File: config.mk
export PLATFORM = sky130hd
export DESIGN_NAME = mem_bus_arbiter
export DESIGN_NICKNAME = d
export VERILOG_FILES = /design/src/rtl/mem_bus_arbiter.sv
export SDC_FILE = /design/constraint.sdc
export NUM_CORES = 1
export LEC_CHECK = 0
export CORE_AREA = 3 3 174 176
export CTS_CLUSTER_DIAMETER = 40
export DETAILED_ROUTE_END_ITERATION = 10
export DIE_AREA = 0 0 177 179
export GPL_TIMING_DRIVEN = 0
export HOLD_SLACK_MARGIN = 0.02
export PLACE_DENSITY = 0.43
export SLEW_MARGIN = 20
export SYNTH_ARGS = -nofsm -noshare
export SYNTH_HDL_FRONTEND = slang
export SYNTH_SLANG_ARGS = --single-unit
File: constraint.sdc
create_clock -name clock -period 2.6 [get_ports clock]
set_input_delay 0.52 -clock clock [delete_from_list [all_inputs] [get_ports clock]]
set_output_delay 0.52 -clock clock [all_outputs]
set_load 0.01 [all_outputs]
File: src/rtl/mem_bus_arbiter.sv
// mem_bus_arbiter: shares the processor-memory bus between icache and dcache,
// tracks which cache owns each outstanding load tag, and routes returning
// tagged data back to its owner. Stores get a response tag but no data return.

`ifndef NUM_MEM_TAGS
`define NUM_MEM_TAGS 15
`endif
`ifndef DATA_SIZE
`define DATA_SIZE 64
`endif

package mem_bus_pkg;
    typedef enum logic [1:0] {
        BUS_NONE  = 2'h0,
        BUS_LOAD  = 2'h1,
        BUS_STORE = 2'h2
    } BUS_COMMAND;
endpackage

module mem_bus_arbiter
    import mem_bus_pkg::*;
#(
    parameter int TAG_W        = $clog2(`NUM_MEM_TAGS),
    parameter int DATA_W       = `DATA_SIZE,
    parameter int STARVE_LIMIT = 4
) (
    input  logic              clock,
    input  logic              reset,
    input  BUS_COMMAND        icache_command,
    input  logic [31:0]       icache_addr,
    input  BUS_COMMAND        dcache_command,
    input  logic [31:0]       dcache_addr,
    input  logic [DATA_W-1:0] dcache_data,
    input  logic [TAG_W-1:0]  mem2proc_response,
    input  logic [DATA_W-1:0] mem2proc_data,
    input  logic [TAG_W-1:0]  mem2proc_tag,
    output BUS_COMMAND        proc2mem_command,
    output logic [31:0]       proc2mem_addr,
    output logic [DATA_W-1:0] proc2mem_data,
    output logic [TAG_W-1:0]  icache_response,
    output logic [TAG_W-1:0]  dcache_response,
    output logic [TAG_W-1:0]  icache_tag,
    output logic [TAG_W-1:0]  dcache_tag,
    output logic [DATA_W-1:0] icache_data,
    output logic [DATA_W-1:0] dcache_data_o,
    output logic              tag_error
);

    // Table indexed directly by tag value; entry 0 is never allocated
    // because a zero tag means "none/rejected".
    localparam int TBL_N = 1 << TAG_W;
    localparam int CNT_W = $clog2(STARVE_LIMIT + 1);

    logic             ic_req, dc_req, ic_prio;
    logic             grant_ic, grant_dc;
    logic [CNT_W-1:0] starve_cnt;
    logic [TBL_N-1:0] tbl_valid;
    logic [TBL_N-1:0] tbl_dc;      // owner bit: 1 = dcache, 0 = icache
    logic             ret_tagged, ret_hit, alloc, clr_same, err_set;

    // Request decode and grant: dcache first unless icache has starved
    // long enough. Grants are forced off while reset is held.
    always_comb begin
        ic_req   = (icache_command == BUS_LOAD);
        dc_req   = (dcache_command == BUS_LOAD) || (dcache_command == BUS_STORE);
        ic_prio  = (starve_cnt == CNT_W'(STARVE_LIMIT));
        grant_ic = reset && ic_req && (!dc_req || ic_prio);
        grant_dc = reset && dc_req && !grant_ic;
    end

    // Bus mux and response steering for the granted requester
    always_comb begin
        proc2mem_command = BUS_NONE;
        proc2mem_addr    = '0;
        proc2mem_data    = '0;
        icache_response  = '0;
        dcache_response  = '0;
        if (grant_ic) begin
            proc2mem_command = BUS_LOAD;
            proc2mem_addr    = icache_addr;
            icache_response  = mem2proc_response;
        end else if (grant_dc) begin
            proc2mem_command = dcache_command;
            proc2mem_addr    = dcache_addr;
            proc2mem_data    = dcache_data;
            dcache_response  = mem2proc_response;
        end
    end

    // Owner-table lookups for this cycle's return, allocation and error cases
    always_comb begin
        ret_tagged = (mem2proc_tag != '0);
        ret_hit    = ret_tagged && tbl_valid[mem2proc_tag];
        alloc      = (proc2mem_command == BUS_LOAD) && (mem2proc_response != '0);
        // A return freeing the same tag that is being re-allocated is legal.
        clr_same   = ret_hit && (mem2proc_tag == mem2proc_response);
        err_set    = (alloc && tbl_valid[mem2proc_response] && !clr_same)
                   || (ret_tagged && !tbl_valid[mem2proc_tag]);
    end

    // Zero-cycle routing of returned data to the recorded owner
    always_comb begin
        icache_tag    = (reset && ret_hit && !tbl_dc[mem2proc_tag]) ? mem2proc_tag : '0;
        dcache_tag    = (reset && ret_hit &&  tbl_dc[mem2proc_tag]) ? mem2proc_tag : '0;
        icache_data   = mem2proc_data;
        dcache_data_o = mem2proc_data;
    end

    // Starvation counter: counts consecutive cycles icache is denied
    always_ff @(posedge clock or negedge reset) begin
        if (!reset)
            starve_cnt <= '0;
        else if (!ic_req || grant_ic)
            starve_cnt <= '0;
        else if (!ic_prio)
            starve_cnt <= starve_cnt + CNT_W'(1);
    end

    // Owner table: clear on return, then set on accepted load (set wins)
    always_ff @(posedge clock or negedge reset) begin
        if (!reset) begin
            tbl_valid <= '0;
            tbl_dc    <= '0;
        end else begin
            if (ret_hit)
                tbl_valid[mem2proc_tag] <= 1'b0;
            if (alloc) begin
                tbl_valid[mem2proc_response] <= 1'b1;
                tbl_dc[mem2proc_response]    <= grant_dc;
            end
        end
    end

    // Sticky error flag, cleared only by reset
    always_ff @(posedge clock or negedge reset) begin
        if (!reset)
            tag_error <= 1'b0;
        else if (err_set)
            tag_error <= 1'b1;
    end

endmodule

# After elaboration in Yosys (flattened, before gate mapping)
# Index checks and enable logic that the tools add are counted.
[op_classes] add_sub_neg=1 multipliers=0 n_div=0 n_lt_le_gt_ge=4 n_eq_ne=7 n_shift=0 mux=26 bitwise=3 reduce_logical=27
[ops] op="$mux W64" count=2
[ops] op="$mux W32" count=2
[ops] op="$mux W16" count=2
[ops] op="$mux W4" count=5
[ops] op="$and A16 B16 Y16" count=1
[ops] op="$bwmux W16" count=1
[ops] op="$not A16 Y16" count=1
[ops] op="$or A16 B16 Y16" count=1
[ops] op="$logic_and A1 B1 Y1" count=15
[ops] op="$bmux W1 S4" count=3
[ops] op="$lt A4 B5 Y1 const B" count=2
[ops] op="$demux W1 S4" count=2
[ops] op="$ge A4 B1 Y1 const B" count=2
[ops] op="$reduce_bool A4 Y1" count=2
[ops] op="$eq A2 B1 Y1 const B" count=3
[ops] op="$logic_not A1 Y1" count=6
[ops] op="$mux W3" count=2
[ops] op="$mux W1" count=5
[ops] op="$eq A4 B4 Y1" count=1
[ops] op="$logic_or A1 B1 Y1" count=4
[ops] op="$mux W2" count=2
[ops] op="$add A3 B1 Y3 const B" count=1
[ops] op="$eq A3 B3 Y1 const B" count=1
[ops] op="$eq A2 B2 Y1 const B" count=1
[ops] op="$ne A2 B1 Y1 const B" count=1
[word_totals] register_bits=36 latch_bits=0 ramBits=0 mem_bits_ro=0 inputBits=206 output_inout_bits=243 elab_cells=72 n_memories=0

# Depth between registers and ports, before layout
# Gate-level depths: netlist (run 1).
[depth] word_depth=14 mapped_depth=7 depth_no_buf=6

# Least setup slack after synthesis (run 1)
# No wires, ideal clock.
[synth_path] path_kind="input to output" from="input port mem2proc_tag[0]" to="output port icache_tag[0]" arrival_ps=1874 t_required_ps=2080 setup_slack_ps=206 path_stages=5 cell_sequence="buf_6 mux2_4 mux4_2 a32oi_4 and3b_1"
[synth_via] elab_chain_cells=6 word_cells_on_any_way=10 classes_between="mux: 5; reduce/logical: 5"
[synth_rtl] item="start, declared" line="36" source="input logic [TAG_W-1:0] mem2proc_tag,"
[synth_rtl] item="$bmux W1 S4" line="93" source="ret_hit = ret_tagged && tbl_valid[mem2proc_tag];"
[synth_rtl] item="$mux W1 (not written as such)" line="93"
[synth_rtl] item="$logic_and A1 B1 Y1" line="93"
[synth_rtl] item="$logic_and A1 B1 Y1 (2 in a row)" line="103" source="icache_tag = (reset && ret_hit && !tbl_dc[mem2proc_tag]) ? mem2proc_tag : '0;"
[synth_rtl] item="$mux W4 (*)" line="103"
[synth_rtl] item="end, declared" line="42" source="output logic [TAG_W-1:0] icache_tag,"
# Every way passes the cells marked *; elsewhere a longest branch is shown, timed or not. The select of a mux whose other input is x is not followed.

# Final worst setup path (run 1)
[layout_path] from="input port mem2proc_tag[0]" to="output port dcache_tag[0]"
[layout_via] elab_chain_cells=6 word_cells_on_any_way=9 classes_between="mux: 5; reduce/logical: 4"
[layout_rtl] item="$bmux W1 S4" line="93"
[layout_rtl] item="$mux W1 (not written as such)" line="93"
[layout_rtl] item="$logic_and A1 B1 Y1" line="93"
[layout_rtl] item="$logic_and A1 B1 Y1 (2 in a row)" line="104" source="dcache_tag = (reset && ret_hit && tbl_dc[mem2proc_tag]) ? mem2proc_tag : '0;"
[layout_rtl] item="$mux W4 (*)" line="104"
[layout_rtl] item="end, declared" line="43" source="output logic [TAG_W-1:0] dcache_tag,"
# Marked as above.

==> results of run 1 <==
-- how the worst max path moves through the flow --
| stage | slack, ns | end | cells past startpoint | startpoint |
|---|---|---|---|---|
| floorplan | 0.21 | icache_tag[0] | 5 | mem2proc_tag[0] |
| global placement | -2.94 | proc2mem_command[1] | 7 | reset |
| detailed placement | -1.66 | proc2mem_command[1] | 8 | dcache_command[1] |
| CTS | -0.13 | icache_tag[3] | 9 | mem2proc_tag[0] |
| global route | -0.23 | icache_tag[1] | 9 | mem2proc_tag[0] |
| finish | -0.12 | dcache_tag[0] | 10 | mem2proc_tag[0] |
-- routing by layer --
metal  up-vias  global-route usage
li1       2324                   -
met1      2178               0.142
met2       265               0.217
met3         9              0.0332
met4         0              0.0236
met5         -                   0
-- kinds of logic after synthesis --
| kind of cell | after synthesis | share of synthesized area |
|---|---|---|
| AO/OA/AOI/OAI | 83 | 0.163 |
| XOR/XNOR | 6 | 0.0129 |
| adder cells (fa/ha/maj) | 2 | 0.00613 |
| buffers and inverters | 167 | 0.275 |
| flip-flops | 36 | 0.221 |
| multiplexers | 32 | 0.120 |
| AND/OR/NAND/NOR | 147 | 0.203 |
-- what timing repair did --
action,CTS,global route
endpoints found under the setup margin,114,105
setup buffers,21,6
pin swaps,7,5
gates resized for setup,383,13
gates cloned,1,0
-- synthesized netlist by cell type, types with 2 or more instances --
cell type,n
sky130_fd_sc_hd__a21o_1,2
sky130_fd_sc_hd__nand2b_1,8
sky130_fd_sc_hd__nand2_1,23
sky130_fd_sc_hd__nand3_1,5
sky130_fd_sc_hd__xnor2_1,3
sky130_fd_sc_hd__buf_2,5
sky130_fd_sc_hd__and2_1,75
sky130_fd_sc_hd__nor2_1,16
sky130_fd_sc_hd__inv_1,6
sky130_fd_sc_hd__a21bo_2,2
sky130_fd_sc_hd__nor3b_1,3
sky130_fd_sc_hd__clkbuf_1,27
sky130_fd_sc_hd__o211ai_1,7
sky130_fd_sc_hd__a22oi_1,3
sky130_fd_sc_hd__buf_4,128
sky130_fd_sc_hd__a21oi_1,3
sky130_fd_sc_hd__xor2_1,3
sky130_fd_sc_hd__a22o_1,32
sky130_fd_sc_hd__mux4_1,5
sky130_fd_sc_hd__nand4_1,2
sky130_fd_sc_hd__mux2_2,17
sky130_fd_sc_hd__o31ai_1,2
sky130_fd_sc_hd__or2_2,3
sky130_fd_sc_hd__and3b_1,3
sky130_fd_sc_hd__ha_1,2
sky130_fd_sc_hd__o21ai_0,15
sky130_fd_sc_hd__mux4_2,5
sky130_fd_sc_hd__nand3b_1,2
sky130_fd_sc_hd__dfrtp_1,36
sky130_fd_sc_hd__mux2i_1,4
sky130_fd_sc_hd__a211oi_1,5
sky130_fd_sc_hd__o2111ai_1,4
sky130_fd_sc_hd__nor2b_1,5
-- power breakdown --
group	leakage [nW]	internal, mW	switching (mW)
sequential	0.479	0.632	0.0430
combinational	3.47	0.856	0.524
clock	0.0712	0.382	0.221
total	4.02	1.87	0.788
-- metrics by stage --
| step | TNS [ns] | std cells |
|---|---|---|
| after global placement | -321.53 | 1238 |
| after global routing | -1.35 | 1275 |
| after floorplan | 0 | 473 |
| after CTS | -0.736 | 1269 |
| final | -0.738 | 1275 |
| after detailed placement | -127.54 | 1239 |
-- state kept, by name, indices dropped and copies added, names as in the netlist --
register,flops
tbl_valid,16
tbl_dc,16
starve_cnt,3
tag_error,1
-- layout make-up --
class,instances,area [um2]
Fill cell,3107,19800
Buffer,161,1270
Tap cell,384,480
Sequential cell,36,901
Timing Repair Buffer,410,3970
Multi-Input combinational cell,270,2150
Inverter,6,22.5
Clock buffer,8,146
-- critical path: stages --
cell and delay (ns):
sky130_fd_sc_hd__buf_12 0.08, sky130_fd_sc_hd__buf_8 0.10, sky130_fd_sc_hd__buf_6 0.10, sky130_fd_sc_hd__buf_6 0.10, sky130_fd_sc_hd__mux4_2 0.56, sky130_fd_sc_hd__a22oi_2 0.23, sky130_fd_sc_hd__and3_4 0.23, sky130_fd_sc_hd__buf_4 0.11
sky130_fd_sc_hd__nor3b_2 0.03, sky130_fd_sc_hd__buf_2 0.14
==> parameters.txt, run 1 <==
Parameter                              Value

Status
  Outcome    complete, but fails checks
  Failing checks    setup timing

Route
  Top Layer Used    met4
  Remaining DRCs    0
  Detail-routed net length per standard cell    16.5 um
  Metal1 wirelength    around 8000 um
  Count of vias placed by the detailed router    around 4,800
  Met3 Routed Length    2000 um
  Post-detailed-route via-to-cell ratio    3.75
  Detail Route met2 WL    10,700 um
  Detailed Routing Iterations Pass 1    4
  Routed Antenna Nets    0
  Number of violations reported at the end of detailed-routing iteration 0    between 70 and 80
  Total length of routed wires    around 21,000 um

STA
  F_max    roughly 370 MHz
  Pins over their slew limit    0
  RSZ-0062 raised after global routing    yes
  Hold Slack    between 0.08 and 0.09 ns
  Portion of the clock cycle consumed by the worst path in the final layout    1.05
  Shortest period the worst path allows    approximately 2.7 ns
  Final Worst Setup Slack    -0.120 ns
  Number of hold violations in the final report    0
  Setup violators final    8
  Worst Tran Pin Value    0.629 ns
  Final setup skew    0.00515 ns
  Slew margin rel.    0.581

Yosys
  Mean post-synth cell area    around 8.6 um2
  Syn Inst Count    roughly 470
  Prevailing post-synth register cell    sky130_fd_sc_hd__dfrtp_1
  Synth Register Bits    36
  Proportion of synthesized chip area in sequential cells    0.221
  Yosys warns    0
  Count of flip-flops with a built-in enable after synthesis    0
  Post-synth top area share    0.235
  Library cell occupying the most area in the post-synthesis netlist    sky130_fd_sc_hd__buf_4
  Synthesized netlist net count    681
  Synth top area cells    sky130_fd_sc_hd__buf_4, sky130_fd_sc_hd__dfrtp_1, sky130_fd_sc_hd__and2_1, sky130_fd_sc_hd__a22o_1, sky130_fd_sc_hd__mux2_2
  Cell area after synthesis    roughly 0.004 mm2
  Cell variety after synth    45
  Proportion of register bits with asynchronous set or reset after synthesis    1.00

CTS
  Number of hold buffers added after cts    0
  Number of buffers on the longest clock path    2
  Buffer cell driving the clock tree root    sky130_fd_sc_hd__clkbuf_16
  Worst-path clk slew    approximately 0.060 ns
  Latest clock arrival within the worst-skew pair    roughly 0.28 ns
  H-tree depth    2
  CTS tree    yes
  Number of CTS-inserted buffers    5
  # clock sinks    36

Worst setup path
  FF-to-FF End    tbl_dc[15]
  Critical register-to-register path startpoint    starve_cnt[1]
  WP data arrival    between 2 and 2.5 ns
  R2R cell count    8
  Critical Path End Type    output port
  Critical path launch point type    input pin
  Worst setup slack for register-to-register paths    about 0.47 ns
  Crit Path Max Fanout    6
  Critical Path RT    between 2 and 2.5 ns
  Setup Crit Path Kind    in -> out

Die
  Overall die area    about 0.032 mm2
  Boundary Pins    approximately 450
  Core area    between 0.02 and 0.03 mm2
  Row count    62
  Die height    roughly 180 um
  Starting density of the core    0.142
  Overall die width    about 180 um

Cells and area
  Most frequent cells in the layout    sky130_fd_sc_hd__clkdlybuf4s50_1, sky130_fd_sc_hd__buf_4, sky130_fd_sc_hd__and2_1, sky130_fd_sc_hd__clkdlybuf4s15_1, sky130_fd_sc_hd__dfrtp_1
  Leading cell type in the layout, fill and taps excluded    sky130_fd_sc_hd__clkdlybuf4s50_1
  Fraction of final layout cells with drive strength greater than 1    0.331
  Number of nets in the layout    around 1,100
  Final core utilization    0.311
  Growth of design area from synthesis to finish    119%
  Final Cell Area    ~0.0089 mm2
  Diode count    0

Placement
  Post-placement cell area    roughly 0.0084 mm2
  Detailed Place HPWL    approximately 18,000 um
  Worst slack, placed    -1.66 ns
  RD Place Congestion    slightly below 0.8
  Number of buffer cells added on primary ports    approximately 380

GRT
  First-pass GRT wire length    a little under 30,000 um
  Total overflow reported by the global router    0
  Number of antenna violations at the first check in global routing    0
  Vias in the first global route    between 4,000 and 5,000
  Maximum number of pins on one net before global-route repair    22
  Total routing resource utilization after global routing    0.120

Power and ir drop
  Worst IR drop on VDD    between 0.2 and 0.3 mV
  Lkg Pwr    4.02 nW
  Total power per unit cell area    297 mW/mm2
  Power consumption    between 2 and 3 mW

Worst hold path
  Tightest Hold Check Type    in -> async

Flow run
  Max-Cap Viols    0
No activity file was read; power rests on OpenSTA's default activity.
==> inputs of run 2 (changes only) <==
GPL_ROUTABILITY_DRIVEN = 0   (was default)
==> results of run 2 <==
Same layout as run 1: the final DEF is identical, and so are final timing and power.
==> edit 1 (settings of run 1) <==
`DATA_SIZE`: 64 -> 32.
--- a/src/rtl/mem_bus_arbiter.sv
+++ b/src/rtl/mem_bus_arbiter.sv
@@ -6,7 +6,7 @@
 `define NUM_MEM_TAGS 15
 `endif
 `ifndef DATA_SIZE
-`define DATA_SIZE 64
+`define DATA_SIZE 32
 `endif
 
 package mem_bus_pkg;
Interface: changed (5 resized); port bits go from 449 to 289. The function was not compared with the original's and may differ.
==> edit 1 against run 1 <==
  * Register-to-register slack better by 0.07 ns
  * Design area is 22% lower
  * Synthesized area is 17% lower
  * Sequential cell count stayed put
  * Setup slack better by 0.041 ns
  * Sequential share of layout area is 2.9 points higher
  * Total power is 12% lower
  * Via count is 18% lower
  * Critical endpoint is now icache_tag[1]
  * Largest cell class unchanged
  * Routed wire length is 20% lower
  * Synthesized cell count is 21% lower
  * The flow still finishes with violations (negative setup slack)
  * Fmax is 1.5% higher
==> edit 1: results (changes against run 1) <==
Finish
  • Comb_multi_in: 238 (-12%)
  • Signal buffers: 379 (-34%)
  • Buffer share of cell area: 49.36% (-9.3 points)
  • Multi-input gate area in the final layout: 1964 sq um (-8.6%)
  • Cell Count, Final, Fillers Out: 1050 (-18%)
  • Seq/total area: 12.96% (+2.9 points)
  • Fill cells: 3139 (+1.0%)
  • Cell area after layout: 6953 sq um (-22%)
  • Layout cells sized above 1: 32.13% (-0.98 points)

Synthesis
  • Synth Area in Adders: 0.7394% (+0.13 points)
  • Post-synth top cells: 64 x buf_4, 43 x and2_1, 36 x dfrtp_1
  • Synthesized Nets: 518 (-24%)
  • Complex-gate fraction of the synthesized area: 19.45% (+3.2 points)
  • Multiplexer share of the synthesized area: 14.49% (+2.5 points)
  • Yosys cell types: 44 (-2.2%)
  • Largest cells by area after synthesis: dfrtp_1 27%, buf_4 14%, a22o_1 8.3%
  • Post-synthesis sequential area ratio: 26.62% (+4.6 points)
  • Largest family of logic cells by synthesized area: compound AO/OA/AOI/OAI gates
  • XOR/XNOR Fraction of Synth Area: 1.553% (+0.27 points)

Timing
  • Final setup vio count: 7 (-1)
  • Fin Setup TNS: -0.3534 ns (+0.3849 ns)
  • Clock skew: 0.004808 ns (-0.0003415 ns)
  • Final WS setup: -0.07966 ns (+0.04079 ns)

Run status
  • Run status: finished, violations left
  • Failing checks: negative setup slack

Global routing
  • Global-route wire length before repair: 23.61 mm (-19%)
  • Global Route met3 Usage: 3.071% (-0.25 points)
  • Vias in the first global route: 3893 (-16%)
  • Tot GR Track Use: 9.812% (-2.2 points)

Place
  • Placed Instances: 1012 (-18%)
  • Final HPWL DP: 14.13 mm (-23%)
  • Setup WS pre-CTS: -1.316 ns (+0.3390 ns)
  • Placed cell areas: 6420 sq um (-24%)
  • Port Buffers: 253 (-34%)

Pwr
  • Combinational Power Share: 44.1% (-7.8 points)
  • Maximum VDD drop: 238.1 uV (-19%)
  • P_clk: 631 uW (+4.6%)
  • Pint: 1654 uW (-12%)
  • Clock power share: 26.9% (+4.2 points)

Setup path
  • Worst Path Arrival: 2.16 ns (-0.04 ns)
  • Slowest stage delay, CP: 0.52 ns (-0.04 ns)
  • Top delay family on crit path: multiplexers

Drt
  • Met1 wire length: 6.860 mm (-14%)
  • Met2 wire length: 8.201 mm (-24%)
  • DRT Wirelength: 16.79 mm (-20%)
  • Total number of vias: 3905 (-18%)
  • Wire length on met3: 1.656 mm (-17%)
  • DRT iter0 DRCs: 171 (+130%)
-- edit 1: changes by cell type after synthesis --
| cell | before | now |
|---|---|---|
| a31oi_1 | 1 | 2 |
| a31oi_2 | 1 | 0 |
| buf_2 | 5 | 4 |
| buf_4 | 128 | 64 |
| and2_1 | 75 | 43 |
| clkbuf_1 | 27 | 25 |
-- edit 1: worst paths after layout --
path	end	slack [ns]	cells past startpoint
max	icache_tag[1]	-0.08	7
min	starve_cnt[2]	0.07	1
max reg2reg	tbl_dc[15]	0.54	7
min reg2reg	tbl_dc[0]	0.47	1
max in group asynchronous	starve_cnt[1]	2.18	2
min in group clock	tbl_dc[0]	0.47	1
-- edit 1: what timing repair did --
item / CTS / global route
pin swaps: 15 / 5
gates cloned: 0 / 1
gates resized for setup: 252 / 47
endpoints found under the setup margin: 82 / 54
hold endpoints to repair: 0 / 0
buffers inserted: 25 / 5
==> edit 2 (flow settings as in run 1) <==
Made on the original files. Put a register stage on the output `proc2mem_addr`. The value now appears one clock later. The other outputs are not delayed to match.
--- a/src/rtl/mem_bus_arbiter.sv
+++ b/src/rtl/mem_bus_arbiter.sv
@@ -51,6 +51,8 @@
     localparam int TBL_N = 1 << TAG_W;
     localparam int CNT_W = $clog2(STARVE_LIMIT + 1);
 
+    logic [31:0] proc2mem_addr_d;
+
     logic             ic_req, dc_req, ic_prio;
     logic             grant_ic, grant_dc;
     logic [CNT_W-1:0] starve_cnt;
@@ -71,17 +73,17 @@
     // Bus mux and response steering for the granted requester
     always_comb begin
         proc2mem_command = BUS_NONE;
-        proc2mem_addr    = '0;
+        proc2mem_addr_d  = '0;
         proc2mem_data    = '0;
         icache_response  = '0;
         dcache_response  = '0;
         if (grant_ic) begin
             proc2mem_command = BUS_LOAD;
-            proc2mem_addr    = icache_addr;
+            proc2mem_addr_d  = icache_addr;
             icache_response  = mem2proc_response;
         end else if (grant_dc) begin
             proc2mem_command = dcache_command;
-            proc2mem_addr    = dcache_addr;
+            proc2mem_addr_d  = dcache_addr;
             proc2mem_data    = dcache_data;
             dcache_response  = mem2proc_response;
         end
@@ -139,5 +141,9 @@
             tag_error <= 1'b1;
     end
 
+    always_ff @(posedge clock) begin
+        proc2mem_addr <= proc2mem_addr_d;
+    end
+
 endmodule
 
Formal check against the unedited RTL: not equivalent (Yosys sat finds a counterexample within 4 cycles, from zero or initial values and one cycle with reset low).
==> edit 2 against run 1 <==
  * Combinational power fell by 4%
  * Fmax is 6.5% higher
  * Critical path depth down 4
  * Largest cell class unchanged
  * Total power increased by 49%
  * Critical path type is now flop to output pin
  * Largest power group is now clock
  * Setup slack better by 0.17 ns
  * Routed wire length up 12%
  * Synthesized area rose by 13%
  * Sequential cell count rose by 32
  * Design area increased by 6.6%
==> edit 2: results (changes against run 1) <==
Synthesis
  • Complex-gate fraction of the synthesized area: 12.55% (-3.7 points)
  • Post-synthesis sequential area ratio: 33.33% (+11 points)
  • Synth Area in Adders: 0.5411% (-0.072 points)
  • Synthesized Nets: 702 (+3.1%)
  • Yosys cell types: 39 (-13%)
  • Async SR Flop Fraction: 52.94% (-47 points)
  • Post-synth top cells: 128 x buf_4, 74 x and2_1, 36 x dfrtp_1
  • Largest cells by area after synthesis: buf_4 21%, dfrtp_1 19%, dfxtp_1 14%
  • Multiplexer share of the synthesized area: 10.77% (-1.2 points)
  • Syn avg cell area: 9.361 sq um (+8.4%)

Place
  • Placed Instances: 1258 (+1.5%)
  • Setup WS pre-CTS: -1.373 ns (+0.2821 ns)
  • Final HPWL DP: 20.09 mm (+9.6%)
  • Port Buffers: 379 (-0.52%)
  • Final GP Congestion: 0.7716 (about the same)

Clocking
  • Clock buffer count from CTS: 9 (+4)
  • CTS H-tree depth: 3 (+1)
  • Post-CTS Repair Setup Buffers: 7 (-67%)
  • Worst-Skew Late Latency: 0.34 ns (+0.06 ns)
  • CTS resizes: 202 (-47%)

Drt
  • Detail-routed net length per standard cell: 18.22 um (+11%)
  • Uppermost layer routed: met5
  • DRT Wirelength: 23.49 mm (+12%)
  • DRT iter0 DRCs: 124 (+68%)
  • Met2 wire length: 12.10 mm (+13%)
  • Met1 wire length: 8.749 mm (+9.2%)
  • Total number of vias: 4803 (+0.57%)

Setup path
  • Flop-to-flop setup slack: 0.37 ns (-0.10 ns)
  • RR Endpoint: tbl_dc[3]
  • Origin of the critical flop-to-flop path: starve_cnt[0]
  • Critical Path Source: tbl_valid[15]
  • Worst Path Arrival: 2.03 ns (-0.17 ns)

Pwr
  • Maximum VDD drop: 243.5 uV (-17%)
  • LEAKAGE: 0.004247 uW (+5.6%)

Global routing
  • Global Route met3 Usage: 5.887% (+2.6 points)
  • Met2 usage in global routing: 24.04% (+2.3 points)
  • Tot GR Track Use: 13.80% (+1.8 points)
  • Routing usage on met1: 15.67% (+1.5 points)
  • Largest net degree at the start of global routing: 24 (+9.1%)
  • Initial antenna violation count: 5 (+5)

Finish
  • Fill cells: 3016 (-2.9%)
  • Top flop regs: proc2mem_addr (32), tbl_dc (16), tbl_valid (16)
  • Layout cells sized above 1: 27.57% (-5.5 points)

Timing
  • Rel. slew slack: 61.29% (+3.2 points)
  • Final setup vio count: 0 (-8)
  • Clock skew: 0.01268 ns (+0.007527 ns)

Run status
  • Run status: complete, no violations
-- edit 2: report_power, final --
part	switching [uW]	total (uW)	internal, uW
logic	497	1320	827
clock network	502	1440	934
registers	50.8	1200	1150
total	1050	3960	2910
-- edit 2: metrics by stage --
step | instance area (sq um) | hold WS (ns)
4_1_cts | 9488 | 0.05414
3_3_place_gp | 8899 | 0.4477
5_1_grt | 9528 | 0.05419
2_1_floorplan | 4624 | 0.2244
3_5_place_dp | 8914 | 0.4521
6_report | 9533 | 0.05091
-- edit 2: area by class of cell --
type	instances	area share, %
Inverter	3	0.1181
Sequential cell	68	16.17
Buffer	160	13.05
Timing Repair Buffer	394	40.12
Tap cell	384	5.040
Multi-Input combinational cell	262	21.88
Clock inverter	7	1.208
Antenna cell	2	0.05250
Clock buffer	9	2.363
-- edit 2: critical path: stages (launching register included) --
cell,delay (ns)
dfrtp_1,0.37
mux2i_1,0.09
mux4_2,0.53
o22a_4,0.29
buf_6,0.12
nor3b_2,0.13
buf_2,0.15
